**config.mk**
```make
export PLATFORM = sky130hd
export DESIGN_NAME = axi_decerr_slave
export DESIGN_NICKNAME = d
export VERILOG_FILES = /design/src/rtl/axi_decerr_slave.sv
export SDC_FILE = /design/constraint.sdc
export NUM_CORES = 1
export LEC_CHECK = 0
export CAP_MARGIN = 25
export CORE_AREA = 2 2 119 121
export DETAILED_ROUTE_END_ITERATION = 10
export DIE_AREA = 0 0 121 123
export SLEW_MARGIN = 15
export SYNTH_ARGS = -nofsm -noshare
export SYNTH_HDL_FRONTEND = slang
export SYNTH_SLANG_ARGS = --single-unit
```
**constraint.sdc**
```tcl
create_clock -name clk_i -period 1.55 [get_ports clk_i]
set_input_delay 0.155 -clock clk_i [delete_from_list [all_inputs] [get_ports clk_i]]
set_output_delay 0.155 -clock clk_i [all_outputs]
set_load 0.01 [all_outputs]
```
**src/rtl/axi_decerr_slave.sv**
```systemverilog
// AXI4 default slave: terminates every transaction with DECERR (2'b11).
// Optional first-fault address capture when AXI_DECERR_CAPTURE_EN is defined.
module axi_decerr_slave #(
    parameter int unsigned IdWidth   = 6,
    parameter int unsigned AddrWidth = 64,
    parameter int unsigned DataWidth = 64,
    parameter logic [DataWidth-1:0] RespData = DataWidth'(64'hBADC_AB1E_DEAD_BEEF)
) (
    input  logic                 clk_i,
    input  logic                 rst_i,
    // write address
    input  logic [IdWidth-1:0]   aw_id_i,
    input  logic [AddrWidth-1:0] aw_addr_i,
    input  logic                 aw_valid_i,
    output logic                 aw_ready_o,
    // write data
    input  logic [DataWidth-1:0] w_data_i,
    input  logic                 w_last_i,
    input  logic                 w_valid_i,
    output logic                 w_ready_o,
    // write response
    output logic [IdWidth-1:0]   b_id_o,
    output logic [1:0]           b_resp_o,
    output logic                 b_valid_o,
    input  logic                 b_ready_i,
    // read address
    input  logic [IdWidth-1:0]   ar_id_i,
    input  logic [AddrWidth-1:0] ar_addr_i,
    input  logic [7:0]           ar_len_i,
    input  logic                 ar_valid_i,
    output logic                 ar_ready_o,
    // read data
    output logic [IdWidth-1:0]   r_id_o,
    output logic [DataWidth-1:0] r_data_o,
    output logic [1:0]           r_resp_o,
    output logic                 r_last_o,
    output logic                 r_valid_o,
    input  logic                 r_ready_i
`ifdef AXI_DECERR_CAPTURE_EN
    ,
    output logic                 err_valid_o,
    output logic [AddrWidth-1:0] err_addr_o,
    input  logic                 err_clr_i
`endif
);

    localparam int unsigned LenWidth = 8;
    localparam logic [1:0]  DecErr   = 2'b11;

    typedef enum logic [1:0] {
        W_IDLE,
        W_DATA,
        W_RESP
    } w_state_e;

    typedef enum logic {
        R_IDLE,
        R_DATA
    } r_state_e;

    w_state_e              w_state;
    r_state_e              r_state;
    logic [LenWidth-1:0]   beat_cnt;
    logic                  aw_hs;
    logic                  w_hs;
    logic                  ar_hs;

    assign aw_hs = aw_valid_i & aw_ready_o;
    assign w_hs  = w_valid_i & w_ready_o;
    assign ar_hs = ar_valid_i & ar_ready_o;

    // Response payload never varies, so it is tied off rather than stored.
    assign b_resp_o = DecErr;
    assign r_resp_o = DecErr;
    assign r_data_o = RespData;

    // Write channel: accept AW, sink W beats up to WLAST, then return B.
    always_ff @(posedge clk_i) begin
        if (rst_i) begin
            w_state    <= W_IDLE;
            aw_ready_o <= 1'b1;
            w_ready_o  <= 1'b0;
            b_valid_o  <= 1'b0;
            b_id_o     <= '0;
        end else begin
            case (w_state)
                W_IDLE: begin
                    if (aw_hs) begin
                        b_id_o     <= aw_id_i;
                        aw_ready_o <= 1'b0;
                        w_ready_o  <= 1'b1;
                        w_state    <= W_DATA;
                    end
                end
                W_DATA: begin
                    if (w_hs && w_last_i) begin
                        w_ready_o <= 1'b0;
                        b_valid_o <= 1'b1;
                        w_state   <= W_RESP;
                    end
                end
                W_RESP: begin
                    if (b_ready_i) begin
                        b_valid_o  <= 1'b0;
                        aw_ready_o <= 1'b1;
                        w_state    <= W_IDLE;
                    end
                end
                default: begin
                    w_state    <= W_IDLE;
                    aw_ready_o <= 1'b1;
                    w_ready_o  <= 1'b0;
                    b_valid_o  <= 1'b0;
                end
            endcase
        end
    end

    // Read channel: counter holds beats remaining after the current one.
    always_ff @(posedge clk_i) begin
        if (rst_i) begin
            r_state    <= R_IDLE;
            ar_ready_o <= 1'b1;
            r_valid_o  <= 1'b0;
            r_last_o   <= 1'b0;
            r_id_o     <= '0;
            beat_cnt   <= '0;
        end else begin
            case (r_state)
                R_IDLE: begin
                    if (ar_hs) begin
                        r_id_o     <= ar_id_i;
                        beat_cnt   <= ar_len_i;
                        r_last_o   <= (ar_len_i == LenWidth'(0));
                        r_valid_o  <= 1'b1;
                        ar_ready_o <= 1'b0;
                        r_state    <= R_DATA;
                    end
                end
                R_DATA: begin
                    if (r_ready_i) begin
                        if (beat_cnt == LenWidth'(0)) begin
                            r_valid_o  <= 1'b0;
                            r_last_o   <= 1'b0;
                            ar_ready_o <= 1'b1;
                            r_state    <= R_IDLE;
                        end else begin
                            beat_cnt <= beat_cnt - LenWidth'(1);
                            r_last_o <= (beat_cnt == LenWidth'(1));
                        end
                    end
                end
                default: begin
                    r_state    <= R_IDLE;
                    ar_ready_o <= 1'b1;
                    r_valid_o  <= 1'b0;
                    r_last_o   <= 1'b0;
                end
            endcase
        end
    end

`ifdef AXI_DECERR_CAPTURE_EN
    // Sticky first-fault capture; a clear coinciding with a fault re-arms on that fault.
    always_ff @(posedge clk_i) begin
        if (rst_i) begin
            err_valid_o <= 1'b0;
            err_addr_o  <= '0;
        end else if ((aw_hs || ar_hs) && (!err_valid_o || err_clr_i)) begin
            err_valid_o <= 1'b1;
            err_addr_o  <= aw_hs ? aw_addr_i : ar_addr_i;
        end else if (err_clr_i) begin
            err_valid_o <= 1'b0;
        end
    end
`endif

    // Write data and, without capture, the addresses carry no information here.
    logic unused_inputs;
    assign unused_inputs = ^{w_data_i, aw_addr_i, ar_addr_i};

endmodule

```
==> results.ini <==
[sta]
clock_skew_ps = 4.222
setup_viol = 3
worst_slack_ps = -27.50
rsz0062_at_grt = yes
drv_slew = 0
hold_violations = 0
period_share_pct = 101.8
period_needed_ps = 1578
whs_ps = 432.9
fmax_mhz = 633.9

[floorplanning]
std_cell_rows = 43
die_w_um = 121
core-area_mm2 = 0.01361
start_util_pct = 13.84
die_height_um = 123
ios = 306
dieArea_mm2 = 0.01488

[power_and_ir_drop]
p_leak_nw = 1.085
power.density_mw_per_mm2 = 1070
max-vdd-ir-drop_mv = 0.3859

[clock_tree]
h-tree-depth = 2
cts_sinks = 29
clock_latency_ps = 270
cts_buffers = 5
cts_tree = yes
path_clk_slew_ps = 50
root_buffer = clkbuf_16
cts_max_path_buffers = 2

[worst_setup_path]
end_kind = flip-flop
rrSetupSlack_ps = -30
ff2ff_path_depth = 4
path_cells = or4_4 -> o32a_4 -> nor2_1 -> a211oi_2
arrival_ps = 1730
setup.worst_path.end = beat_cnt[0]$_SDFFE_PP0P_
cpPeakStageDelay_ps = 580
timing.rr.end = beat_cnt[0]$_SDFFE_PP0P_
r2r-start = beat_cnt[6]$_SDFFE_PP0P_
cp-startpoint = beat_cnt[6]$_SDFFE_PP0P_
worstSetupStartpointType = flip-flop
cp_data_required_time_ps = 1700
path_delay_family = simple AND/OR/NAND/NOR gates
path_buf_inv = 0
cp_slowest_cell = or4_4
cp_num_cells = 4
worstPathMaxFanout = 7
crit_type = flip-flop to flip-flop

[finish]
nNetsFinal = 517
multi_input_area_mm2 = 0.001028
regArea_um2 = 580.6
final_cell_area_mm2 = 0.002658
nFillCells = 1514
diodes = 0
syn2layout_area_growth_pct = 41.04
mostFrequentLayoutCells = conb_1, clkdlybuf4s50_1, dfxtp_1, buf_4
drive_gt1_share_pct = 14.19
layout.cells.non_filler = 476
final_common_cell = conb_1

[grt]
grt_pass1_vias = 1388
grt_max_degree = 31
gr-total-overflow = 0
grt_pass1_wl_mm = 6.865
grt_util_all_layers_pct = 5.991
antenna_found_initial = 0

[outcome]
violations = negative setup slack
status = finished with violations

[route]
ant_nets = 0
vias = 1613
vias_per_cell = 3.389
firstDrtPassIters = 4
wl_per_cell_um = 9.706
drc_errors = 0
routed_wl_mm = 4.620
initialDrtViolationCount = 44

[place]
dp.cells = 466
dp_hpwl_mm = 3.662
placed_area_mm2 = 0.002441
place_congestion = 0.7926
numPortBuffers = 45

[synthesis]
netlist_instances = 228
synth_edf_count = 0
synthFlopType = dfxtp_1
synth_cell_types = 40
yosysWarnings = 0
syn_area_per_cell_um2 = 8.265
synth-seq-area-share_pct = 30.81
syn-cell-area_mm2 = 0.001884
async_flop_share_pct = 0
ys_ff_latch = 29

[flow_run]
cap_violations = 0

[worst_hold_path]
min_path_type = input pin to flip-flop

## tightest hold or removal path, cell delays in order
cell	delay [ps]
clkdlybuf4s50_1	400
nand2_1	60
a21oi_1	50
## synthesized netlist by cell type, types with 2 or more instances
cell       instances  share of area, %
a21oi_1           18               4.8
o21ai_1            7               1.9
dfxtp_1           29                31
o21ai_0            4               1.1
conb_1             2              0.40
clkbuf_1           4              0.80
a221oi_1           2              0.93
o2bb2ai_1          2              0.93
nor3_1             8               2.1
ha_1               2               1.3
mux2i_1            8               4.2
o21bai_1           2              0.80
nand2_1           18               3.6
a211oi_2           2               1.3
nor2b_1            6               2.0
inv_1              4              0.80
nor2_1            18               3.6
buf_4             68                27
a2bb2oi_1          2              0.93
and3b_1            2              0.93
## cell families (layout without fill, tap and decap cells)
kind of cell,Yosys count,after routing,share of synthesized area [%]
AOI/OAI and AO/OA,46,46,17.46
adders and majority gates,2,2,1.328
buffers and inverters,78,80,29.08
DFF,29,29,30.81
muxes,8,8,4.250
other,2,68,0.3986
and+or+nand+nor,63,63,16.67
## per-layer routing
metal  routed length, um  vias to the layer above  GRT usage [%]
met2                1812                      115          8.848
met4                  43                        0          1.744
met5                   0                        -              0
met3                 596                        7          2.721
met1                2168                      713          7.820
li1                    -                      778              -
## repair_timing
item	in CTS	in global routing
resized for setup	2	6
endpoints found under the setup margin	4	7
hold buffers	0	0
setup buffers	2	0
pin swaps	6	6
## power breakdown
part | internal [W] | switching, W | leakage, nW
clock network | 0.000801 | 0.000326 | 0.0841
registers | 0.000824 | 0.0000666 | 0.239
logic | 0.000397 | 0.000430 | 0.762
## cell type report
type	count	share of cell area (%)
clock buffers	7	5.367
clock inverters	1	1.130
inverters	5	0.7062
multi-input cells	187	38.70
flip-flops and latches	29	21.85
well taps	180	8.475
repair buffers	67	23.78
## stage by stage
step | TNS (ps) | power, W | util (%) | setup WS (ps)
after floorplan | 0 | 0.001462 | - | 18.54
after detailed placement | -191.7 | 0.001692 | 17.93 | -148.0
after global routing | -321.8 | 0.003011 | 19.52 | -89.18
after CTS | -55.98 | 0.002854 | 19.36 | -21.25
final | -48.92 | 0.002844 | 19.52 | -27.50
after global placement | -130.9 | 0.001678 | 17.93 | -130.9
## state kept, by name (all words and copies together) (netlist names)
| name | cells |
|---|---|
| b_id_o | 6 |
| beat_cnt | 8 |
| w_ready_o | 1 |
| r_valid_o | 1 |
| w_state | 2 |
| r_state | 1 |
| r_id_o | 6 |
| aw_ready_o | 1 |
| ar_ready_o | 1 |
| b_valid_o | 1 |
| r_last_o | 1 |
## worst min path at each step
| stage | end | startpoint | depth (start not counted) | slack, ps |
|---|---|---|---|---|
| floorplan | w_state[0]$_SDFFE_PP0P_ | rst_i | 1 | 240 |
| CTS | r_id_o[2]$_SDFFE_PP0P_ | ar_id_i[2] | 3 | 420 |
| global placement | r_id_o[0]$_SDFFE_PP0P_ | r_id_o[0]$_SDFFE_PP0P_ | 2 | 450 |
| finish | r_id_o[2]$_SDFFE_PP0P_ | ar_id_i[2] | 3 | 430 |
| detailed placement | r_id_o[0]$_SDFFE_PP0P_ | r_id_o[0]$_SDFFE_PP0P_ | 2 | 450 |
| global route | r_id_o[2]$_SDFFE_PP0P_ | ar_id_i[2] | 3 | 430 |
Note: power is estimated with default switching activity, not from simulation.
